==> config.mk <==
export PLATFORM = sky130hd
export DESIGN_NAME = slc3_muldiv_unit_flat
export DESIGN_NICKNAME = d
export VERILOG_FILES = /design/src/rtl/slc3_muldiv_if.sv /design/src/rtl/slc3_muldiv_unit.sv /design/src/flat_wrapper.sv
export SDC_FILE = /design/constraint.sdc
export NUM_CORES = 1
export LEC_CHECK = 0
export ABC_CLOCK_PERIOD_IN_PS = 2600
export BUFFER_PORTS_ARGS = -buffer_cell sky130_fd_sc_hd__buf_2
export CAP_MARGIN = 20
export CELL_PAD_IN_SITES_DETAIL_PLACEMENT = 1
export CELL_PAD_IN_SITES_GLOBAL_PLACEMENT = 2
export CORE_MARGIN = 3
export CORE_UTILIZATION = 32
export DETAILED_ROUTE_END_ITERATION = 10
export HOLD_SLACK_MARGIN = 0.06
export PLACE_DENSITY_LB_ADDON = 0.25
export SLEW_MARGIN = 20
export SYNTH_ARGS = -nofsm -noshare
export SYNTH_HDL_FRONTEND = slang
export SYNTH_SLANG_ARGS = --single-unit
==> constraint.sdc <==
create_clock -name Clk -period 2.6 [get_ports Clk]
set_clock_uncertainty 0.1 [all_clocks]
set_input_delay 0.52 -clock Clk [delete_from_list [all_inputs] [get_ports Clk]]
set_output_delay 0.52 -clock Clk [all_outputs]
set_load 0.01 [all_outputs]
==> src/rtl/slc3_muldiv_if.sv <==
// Request/response bundle between the ISDU side and the mul/div unit.
// Handshake: the master raises Start for one cycle with Op_Div, A and B
// valid; the unit accepts it only when idle (Busy = 0, Done = 0), keeps
// Busy high while working, then pulses Done for exactly one cycle with
// Result and DivByZero valid. Result and DivByZero then hold until the
// next accepted Start.
interface slc3_muldiv_if #(
  parameter int WIDTH = 16
);
  logic             Start;
  logic             Op_Div;
  logic [WIDTH-1:0] A;
  logic [WIDTH-1:0] B;
  logic [WIDTH-1:0] Result;
  logic             Busy;
  logic             Done;
  logic             DivByZero;

  modport master (
    output Start, Op_Div, A, B,
    input  Result, Busy, Done, DivByZero
  );

  modport slave (
    input  Start, Op_Div, A, B,
    output Result, Busy, Done, DivByZero
  );
endinterface

==> src/rtl/slc3_muldiv_unit.sv <==
// Iterative signed multiply / divide unit for the SLC-3 MUL and DIV
// instructions. Operands are converted to magnitudes on acceptance, a
// WIDTH-cycle unsigned shift-add or restoring-divide loop runs, and the
// sign is applied in a single fixup cycle. Latency is fixed for all
// operands: Busy in cycles 1..WIDTH+1, Done in cycle WIDTH+2.
module slc3_muldiv_unit #(
  parameter int WIDTH = 16,
  parameter int CNT_W = 5
) (
  input  logic              Clk,
  input  logic              Reset,
  slc3_muldiv_if.slave      bus,
  output logic [1:0]        dbg_state
);

  typedef enum logic [1:0] {
    S_IDLE    = 2'd0,
    S_COMPUTE = 2'd1,
    S_FIXUP   = 2'd2,
    S_DONE    = 2'd3
  } state_t;

  state_t             state, state_nx;
  logic [CNT_W-1:0]   cnt;
  logic               op_div_r;
  logic               neg_r;
  logic [WIDTH-1:0]   acc;     // MUL: product high half; DIV: partial remainder
  logic [WIDTH-1:0]   q;       // MUL: multiplier / product low half; DIV: dividend / quotient
  logic [WIDTH-1:0]   mag_b;   // |B|: multiplicand or divisor
  logic [WIDTH-1:0]   result_r;
  logic               dbz_r;

  logic [WIDTH-1:0]   mag_a_in, mag_b_in;
  logic [WIDTH:0]     mul_sum;
  logic [WIDTH:0]     div_shift;
  logic [WIDTH-1:0]   div_sub;
  logic               div_ge;
  logic [WIDTH-1:0]   acc_nx, q_nx;
  logic               last_iter;

  // Magnitudes of the incoming operands; -2^(WIDTH-1) maps to 2^(WIDTH-1).
  assign mag_a_in  = bus.A[WIDTH-1] ? (~bus.A + 1'b1) : bus.A;
  assign mag_b_in  = bus.B[WIDTH-1] ? (~bus.B + 1'b1) : bus.B;
  assign last_iter = (cnt == CNT_W'(WIDTH - 1));

  // One iteration of the shift-add multiply or restoring divide.
  always_comb begin
    mul_sum   = {1'b0, acc} + (q[0] ? {1'b0, mag_b} : '0);
    div_shift = {acc, q[WIDTH-1]};
    div_ge    = (div_shift >= {1'b0, mag_b});
    // Only needed when div_ge holds, where the difference fits in WIDTH bits.
    div_sub   = div_shift[WIDTH-1:0] - mag_b;
    acc_nx    = acc;
    q_nx      = q;
    if (op_div_r) begin
      acc_nx = div_ge ? div_sub : div_shift[WIDTH-1:0];
      q_nx   = {q[WIDTH-2:0], div_ge};
    end else begin
      acc_nx = mul_sum[WIDTH:1];
      q_nx   = {mul_sum[0], q[WIDTH-1:1]};
    end
  end

  // State register.
  always_ff @(posedge Clk) begin
    if (Reset) state <= S_IDLE;
    else       state <= state_nx;
  end

  // Next-state logic; Start is only honoured in IDLE.
  always_comb begin
    state_nx = state;
    case (state)
      S_IDLE:    if (bus.Start) state_nx = S_COMPUTE;
      S_COMPUTE: if (last_iter) state_nx = S_FIXUP;
      S_FIXUP:   state_nx = S_DONE;
      S_DONE:    state_nx = S_IDLE;
      default:   state_nx = S_IDLE;
    endcase
  end

  // Datapath registers: operand capture, iteration, sign fixup.
  always_ff @(posedge Clk) begin
    if (Reset) begin
      cnt      <= '0;
      op_div_r <= 1'b0;
      neg_r    <= 1'b0;
      acc      <= '0;
      q        <= '0;
      mag_b    <= '0;
      result_r <= '0;
      dbz_r    <= 1'b0;
    end else begin
      case (state)
        S_IDLE: begin
          if (bus.Start) begin
            op_div_r <= bus.Op_Div;
            neg_r    <= bus.A[WIDTH-1] ^ bus.B[WIDTH-1];
            q        <= mag_a_in;
            mag_b    <= mag_b_in;
            acc      <= '0;
            cnt      <= '0;
            dbz_r    <= 1'b0;
          end
        end
        S_COMPUTE: begin
          cnt <= cnt + 1'b1;
          acc <= acc_nx;
          q   <= q_nx;
        end
        S_FIXUP: begin
          if (op_div_r && (mag_b == '0)) begin
            result_r <= '1;
            dbz_r    <= 1'b1;
          end else begin
            result_r <= neg_r ? (~q + 1'b1) : q;
          end
        end
        default: ;
      endcase
    end
  end

  assign bus.Result    = result_r;
  assign bus.DivByZero = dbz_r;
  assign bus.Busy      = (state == S_COMPUTE) || (state == S_FIXUP);
  assign bus.Done      = (state == S_DONE);
  assign dbg_state     = state;

endmodule

==> src/flat_wrapper.sv <==
// flat-port wrapper written by rule: the top's interface ports become plain ports
module slc3_muldiv_unit_flat 
#(
  parameter int WIDTH = 16,
  parameter int CNT_W = 5
)
  (Clk, Reset, dbg_state, bus_Start, bus_Op_Div, bus_A, bus_B, bus_Result, bus_Busy, bus_Done, bus_DivByZero);
  slc3_muldiv_if #(.WIDTH(WIDTH)) bus_i ();
  input  logic Clk;
  input  logic Reset;
  output logic [1:0] dbg_state;
  input wire logic [$bits(bus_i.Start)-1:0] bus_Start;
  input wire logic [$bits(bus_i.Op_Div)-1:0] bus_Op_Div;
  input wire logic [$bits(bus_i.A)-1:0] bus_A;
  input wire logic [$bits(bus_i.B)-1:0] bus_B;
  output wire logic [$bits(bus_i.Result)-1:0] bus_Result;
  output wire logic [$bits(bus_i.Busy)-1:0] bus_Busy;
  output wire logic [$bits(bus_i.Done)-1:0] bus_Done;
  output wire logic [$bits(bus_i.DivByZero)-1:0] bus_DivByZero;
  assign bus_i.Start = bus_Start;
  assign bus_i.Op_Div = bus_Op_Div;
  assign bus_i.A = bus_A;
  assign bus_i.B = bus_B;
  assign bus_Result = bus_i.Result;
  assign bus_Busy = bus_i.Busy;
  assign bus_Done = bus_i.Done;
  assign bus_DivByZero = bus_i.DivByZero;
  slc3_muldiv_unit #(.WIDTH(WIDTH), .CNT_W(CNT_W)) u_core (.Clk(Clk), .Reset(Reset), .bus(bus_i), .dbg_state(dbg_state));
endmodule
Word-level counts from Yosys, hierarchy flattened
Index checks and enable logic that the tools add are counted.

word-level totals
  latch bits = 0
  bits in registers = 74
  output and inout port bits = 21
  memories kept = 0
  bits in read-only memories = 0
  bits in writable memories = 0
  input port bits = 36

operators by class
  shifts and indexed selects = 0
  multiplexer cells = 20
  reduce and logical (&&, ||, !) cells = 10
  div/mod/pow operators = 0
  bitwise operators = 4
  multiply operators = 0
  equality and inequality tests = 7
  $add $sub $neg = 6
  magnitude comparators = 1

operator list
  cell                                                                   count
  16-bit two-way mux                                                     10
  16-bit case mux with 2 select lines                                    2
  16-bit by 1-bit adder with 16-bit output, second input constant        3
  16-bit NOT                                                             3
  16-bit by 17-bit adder with 17-bit output                              1
  17-bit by 16-bit greater-or-equal comparator with 1-bit output         1
  16-bit logical NOT                                                     1
  16-bit subtractor                                                      1
  5-bit case mux with 2 select lines                                     1
  2-bit case mux with 4 select lines                                     1
  2-bit AND reduction                                                    3
  5-bit by 1-bit adder with 5-bit output, second input constant          1
  5-bit by 4-bit equality test with 1-bit output, second input constant  1
  5-bit two-way mux                                                      1
  2-bit equality test, second input constant                             2
  2-bit two-way mux                                                      2
  2-bit by 1-bit != test with 1-bit output, second input constant        2
  2-bit nonzero test                                                     2
  3-bit AND reduction                                                    1
  2-bit by 1-bit equality test with 1-bit output, second input constant  1
  2-bit logical NOT                                                      1
  1-bit two-way mux                                                      2
  2-bit != test, second input constant                                   1
  1-bit case mux with 2 select lines                                     1
  other kinds (3)                                                        3

Depth between registers and ports, before layout
  word-level depth = 5
  gate-level depth with buffers = 11

Worst setup path before layout
No wires, ideal clock.

  path kind = flip-flop to flip-flop
  from = reg u_core.q[0]
  to = reg u_core.acc[13]
  path slack = -0.159 ns
  required time = 2.377 ns
  library setup time = 0.123 ns
  data arrival time = 2.536 ns
  stages on the path, launching flop included = 12
  cell sequence = dfxtp_1 clkinv_1 buf_1 nor2_1 ha_1 a21o_1 a31o_2 o21ba_2 a21oi_1 a2111oi_0 a2bb2oi_1 o31ai_1

between the ends
  word-level cells in the longest chain between the ends = 4

ends and longest elaborated chain
  item                                       line                     text
  start, declared                            slc3_muldiv_unit.sv:28   logic [WIDTH-1:0] q;
  start signal, assigned                     slc3_muldiv_unit.sv:99   q <= mag_a_in;
  start signal, assigned                     slc3_muldiv_unit.sv:109  q <= q_nx;
  16-bit two-way mux                         slc3_muldiv_unit.sv:48   mul_sum = {1'b0, acc} + (q[0] ? {1'b0, mag_b} : '0);
  16-bit by 17-bit adder with 17-bit output  slc3_muldiv_unit.sv:48
  16-bit two-way mux                         slc3_muldiv_unit.sv:55   if (op_div_r) begin
  16-bit case mux with 2 select lines        slc3_muldiv_unit.sv:94   case (state)
  end signal, assigned                       slc3_muldiv_unit.sv:108  acc <= acc_nx;
  end, declared                              slc3_muldiv_unit.sv:27   logic [WIDTH-1:0] acc;

Every way passes these cells.
A chain may end at the register's enable or synchronous reset.

Worst setup path after layout
Ends and elaborated chain as after synthesis.

==> results by group <==
Outcome
  • Run status: finished with violations
  • Failing checks: negative setup slack

CTS
  • Post-CTS Hold Fix Bufs: 0
  • TritonCTS Buffers: 9
  • CTS tree: yes
  • CTS Buffer Depth: 2
  • Worst-skew pair later-pin latency: 340 ps
  • Root Buffer: clkbuf_16
  • CTS clk-pin slew, worst paths: roughly 60 ps
  • Number of clock sinks: 74
  • H-tree levels: 3

Worst setup path
  • Critical path class: reg -> reg
  • CP Capture Type: flop
  • Worst R2R End: u_core.acc[13]$_SDFFE_PP0P_
  • Setup slack, reg-to-reg: -70 ps
  • Reg2reg start: u_core.q[0]$_SDFFE_PP0P_
  • Worst EP required: ~2700 ps
  • CP arrival: about 2800 ps
  • Reg2Reg Depth: 10
  • CP max FO: 7
  • Worst setup SP type: flop

Layout
  • Most frequent cells in the layout: buf_4 (124), nand2_1 (79), nor2_1 (73), dfxtp_1 (65), buf_2 (56)
  • Most common cell after layout, fill and taps aside: buf_4
  • Nets@finish: 972
  • Utilization after layout: about 45%
  • Layout cells sized above 1: 32.29%
  • Area growth, synth to finish: 36.48%
  • Post-Layout Inst Area: 7883 um^2
  • Fillers: 2069
  • N_diodes: 0

Synthesis
  • Synthesis warning total: 0
  • Net Count, Synth: 811
  • EDFF count, synth: 0
  • Largest family of logic cells by synthesized area: compound AO/OA/AOI/OAI gates
  • Area of the mapped netlist: 5776 um^2
  • Xor and xnor area share after synthesis: a little under a tenth
  • Ys async rst share: 0%
  • #FFs+latches synth: 74
  • Synth Area in Compound Gates: 25.48%
  • Ys flop type: dfxtp_1
  • Adder-cell share of the synthesized area: 9.575%
  • Simple-gate portion of the synthesized area: 18.85%
  • Mux cell area share after synthesis: under 10%
  • Synth Area per Inst: 7.890 um^2
  • Cells after Synth: 732
  • Sequential fraction of the synthesis area: 25.65%
  • Unique masters post-synth: 64

Placed design
  • GP Congestion: 0.8809
  • DP Worst Slack: -246.6 ps
  • IO Port Bufs: 56
  • Dpl cell area: ~7000 um^2
  • DPL Wire Length: about 16 mm

Timing
  • Period minus WS final: 2673 ps
  • F_max: 374.2 MHz
  • Setup tns final: -110.2 ps
  • Endpoints failing hold: 0
  • Rel. slew slack: a little under two thirds
  • Final number of setup-violating endpoints: 3
  • Measured slew at the worst slew-check pin: 543.8 ps
  • Unrepaired setup endpoints after global routing: true
  • Fin. max-slew vios: 0
  • Final worst slack: -72.52 ps
  • Fin crit share: 102.8%

Pwr
  • Peak VDD IR: ~0.00047 V
  • Power Dens Cells: 969.8 nW/um^2
  • Pleak: 3.248 nW

Global route
  • First-pass GRT wire length: 32.33 mm
  • Initial antenna violation count: 0
  • GRT Total Usage: 20.09%
  • Vias in the first global route: 6094
  • Grt ovf: 0
  • Largest net degree at the start of global routing: 39

Drt
  • Antenna Nets Post-Route: 0
  • Drt first pass iters: 5
  • Avg WL per Cell: 18.30 um
  • DRC violations left: 0
  • DRT iter0 DRCs: 210
  • Routed WL: 20.56 mm
  • Vias: 6031
  • DR vias/cell: ~5.4

Worst hold path
  • Hold EP: u_core.op_div_r$_SDFFE_PP0P_
  • Hold Crit Start: bus_Op_Div
  • Hold Crit Class: in -> reg
  • Hold depth: 3

Die
  • Starting Density: around a third
  • Die Ht: 140.3 um
  • # IOs: 57
  • Core Box Area: between 15000 and 20000 um^2
  • Full die area: 19700 um^2
  • Site row count: 48
  • Die Span X: 140.3 um

Run
  • Max_cap viols: 0
-- repair_timing --
item / in CTS / in global routing
setup buffers: 14 / 5
pin swaps: 21 / 24
cloned: 0 / 0
gates resized for setup: 41 / 50
endpoints found under the setup margin: 17 / 17
-- stage by stage --
step	hold WS, ps	std cells	power, mW
detailed placement	369.2	1088	6.075
floorplan	354.4	732	4.481
global route	346.1	1123	8.244
finish	340.0	1123	7.645
global placement	363.8	1088	5.958
CTS	321.1	1118	7.454
-- metal layers --
| layer | share of wire (%) | wire length [um] | up-vias | GRT usage (%) |
|---|---|---|---|---|
| li1 | - | - | 2984 | - |
| met1 | 51 | 10390 | 2900 | 29.39 |
| met2 | 44 | 9052 | 117 | 30.87 |
| met3 | 3.3 | 674 | 30 | 2.424 |
| met4 | 2.1 | 434 | 0 | 6.017 |
| met5 | 0 | 0 | - | 0 |
-- synthesized netlist by cell type, drive strengths merged (4+ instances only) --
cell	number	area, um^2
clkbuf	29	108.9
o41ai	8	88.84
or4	4	33.78
a21oi	45	225.2
o21ai	33	168.9
mux2i	37	370.4
a22oi	9	67.56
nand4	7	43.79
nand3	8	40.04
inv	31	116.4
o21a	7	52.55
xnor2	27	236.5
nor2b	5	31.28
ha	41	513.0
xor2	33	289.0
o31ai	19	142.6
o211ai	14	105.1
a211oi	42	315.3
a21o	12	91.34
nor3	12	60.06
buf	6	33.78
nand2b	7	43.79
nor4	7	43.79
dfxtp	74	1481
nand2	79	296.5
and2	5	31.28
nor2	82	307.8
or3	4	25.02
-- cell type report --
class / instances / area [um^2] / area share, %
Clock inverter: 7 / 43.79 / 0.5556
Timing Repair Buffer: 185 / 1276 / 16.19
Multi-Input combinational cell: 591 / 4428 / 56.17
Sequential cell: 74 / 1495 / 18.97
Inverter: 32 / 132.6 / 1.683
Tap cell: 225 / 281.5 / 3.571
Clock buffer: 9 / 225.2 / 2.857
-- critical path, stage by stage (launching register included) --
cell       delay [ps]
dfxtp_4           400
clkinv_8           90
nor2_1            200
ha_1              310
o21a_1            180
o31a_1            150
o31ai_4           250
a21oi_2           140
a2111oi_2         420
a2bb2oi_1         210
o31ai_1            90
-- how the worst max path moves through the flow --
stage	from	end
floorplan	u_core.q[0]$_SDFFE_PP0P_	u_core.acc[13]$_SDFFE_PP0P_
global placement	u_core.mag_b[1]$_SDFFE_PP0P_	u_core.acc[12]$_SDFFE_PP0P_
detailed placement	u_core.q[0]$_SDFFE_PP0P_	u_core.acc[13]$_SDFFE_PP0P_
CTS	u_core.mag_b[2]$_SDFFE_PP0P_	u_core.acc[4]$_SDFFE_PP0P_
global route	u_core.q[0]$_SDFFE_PP0P_	u_core.acc[9]$_SDFFE_PP0P_
finish	u_core.q[0]$_SDFFE_PP0P_	u_core.acc[13]$_SDFFE_PP0P_
-- flip-flops by register name (all words and copies together) (netlist names) --
signal,count
u_core.acc,16
u_core.dbg_state,2
u_core.op_div_r,1
u_core.bus.Result,16
u_core.cnt,5
u_core.bus.DivByZero,1
u_core.mag_b,16
u_core.neg_r,1
u_core.q,16
-- power breakdown --
part | total, mW | switching, mW | internal, mW
sequential | 1.88 | 0.400 | 1.48
combinational | 4.58 | 2.53 | 2.05
clock | 1.18 | 0.538 | 0.643
-- cells by family after synthesis --
family | Yosys count
fa+ha+maj | 43
xor+xnor | 60
compound gates | 214
flops | 74
buf+inv | 67
simple gates | 235
mux | 39
Note: power is estimated with default switching activity, not from simulation.
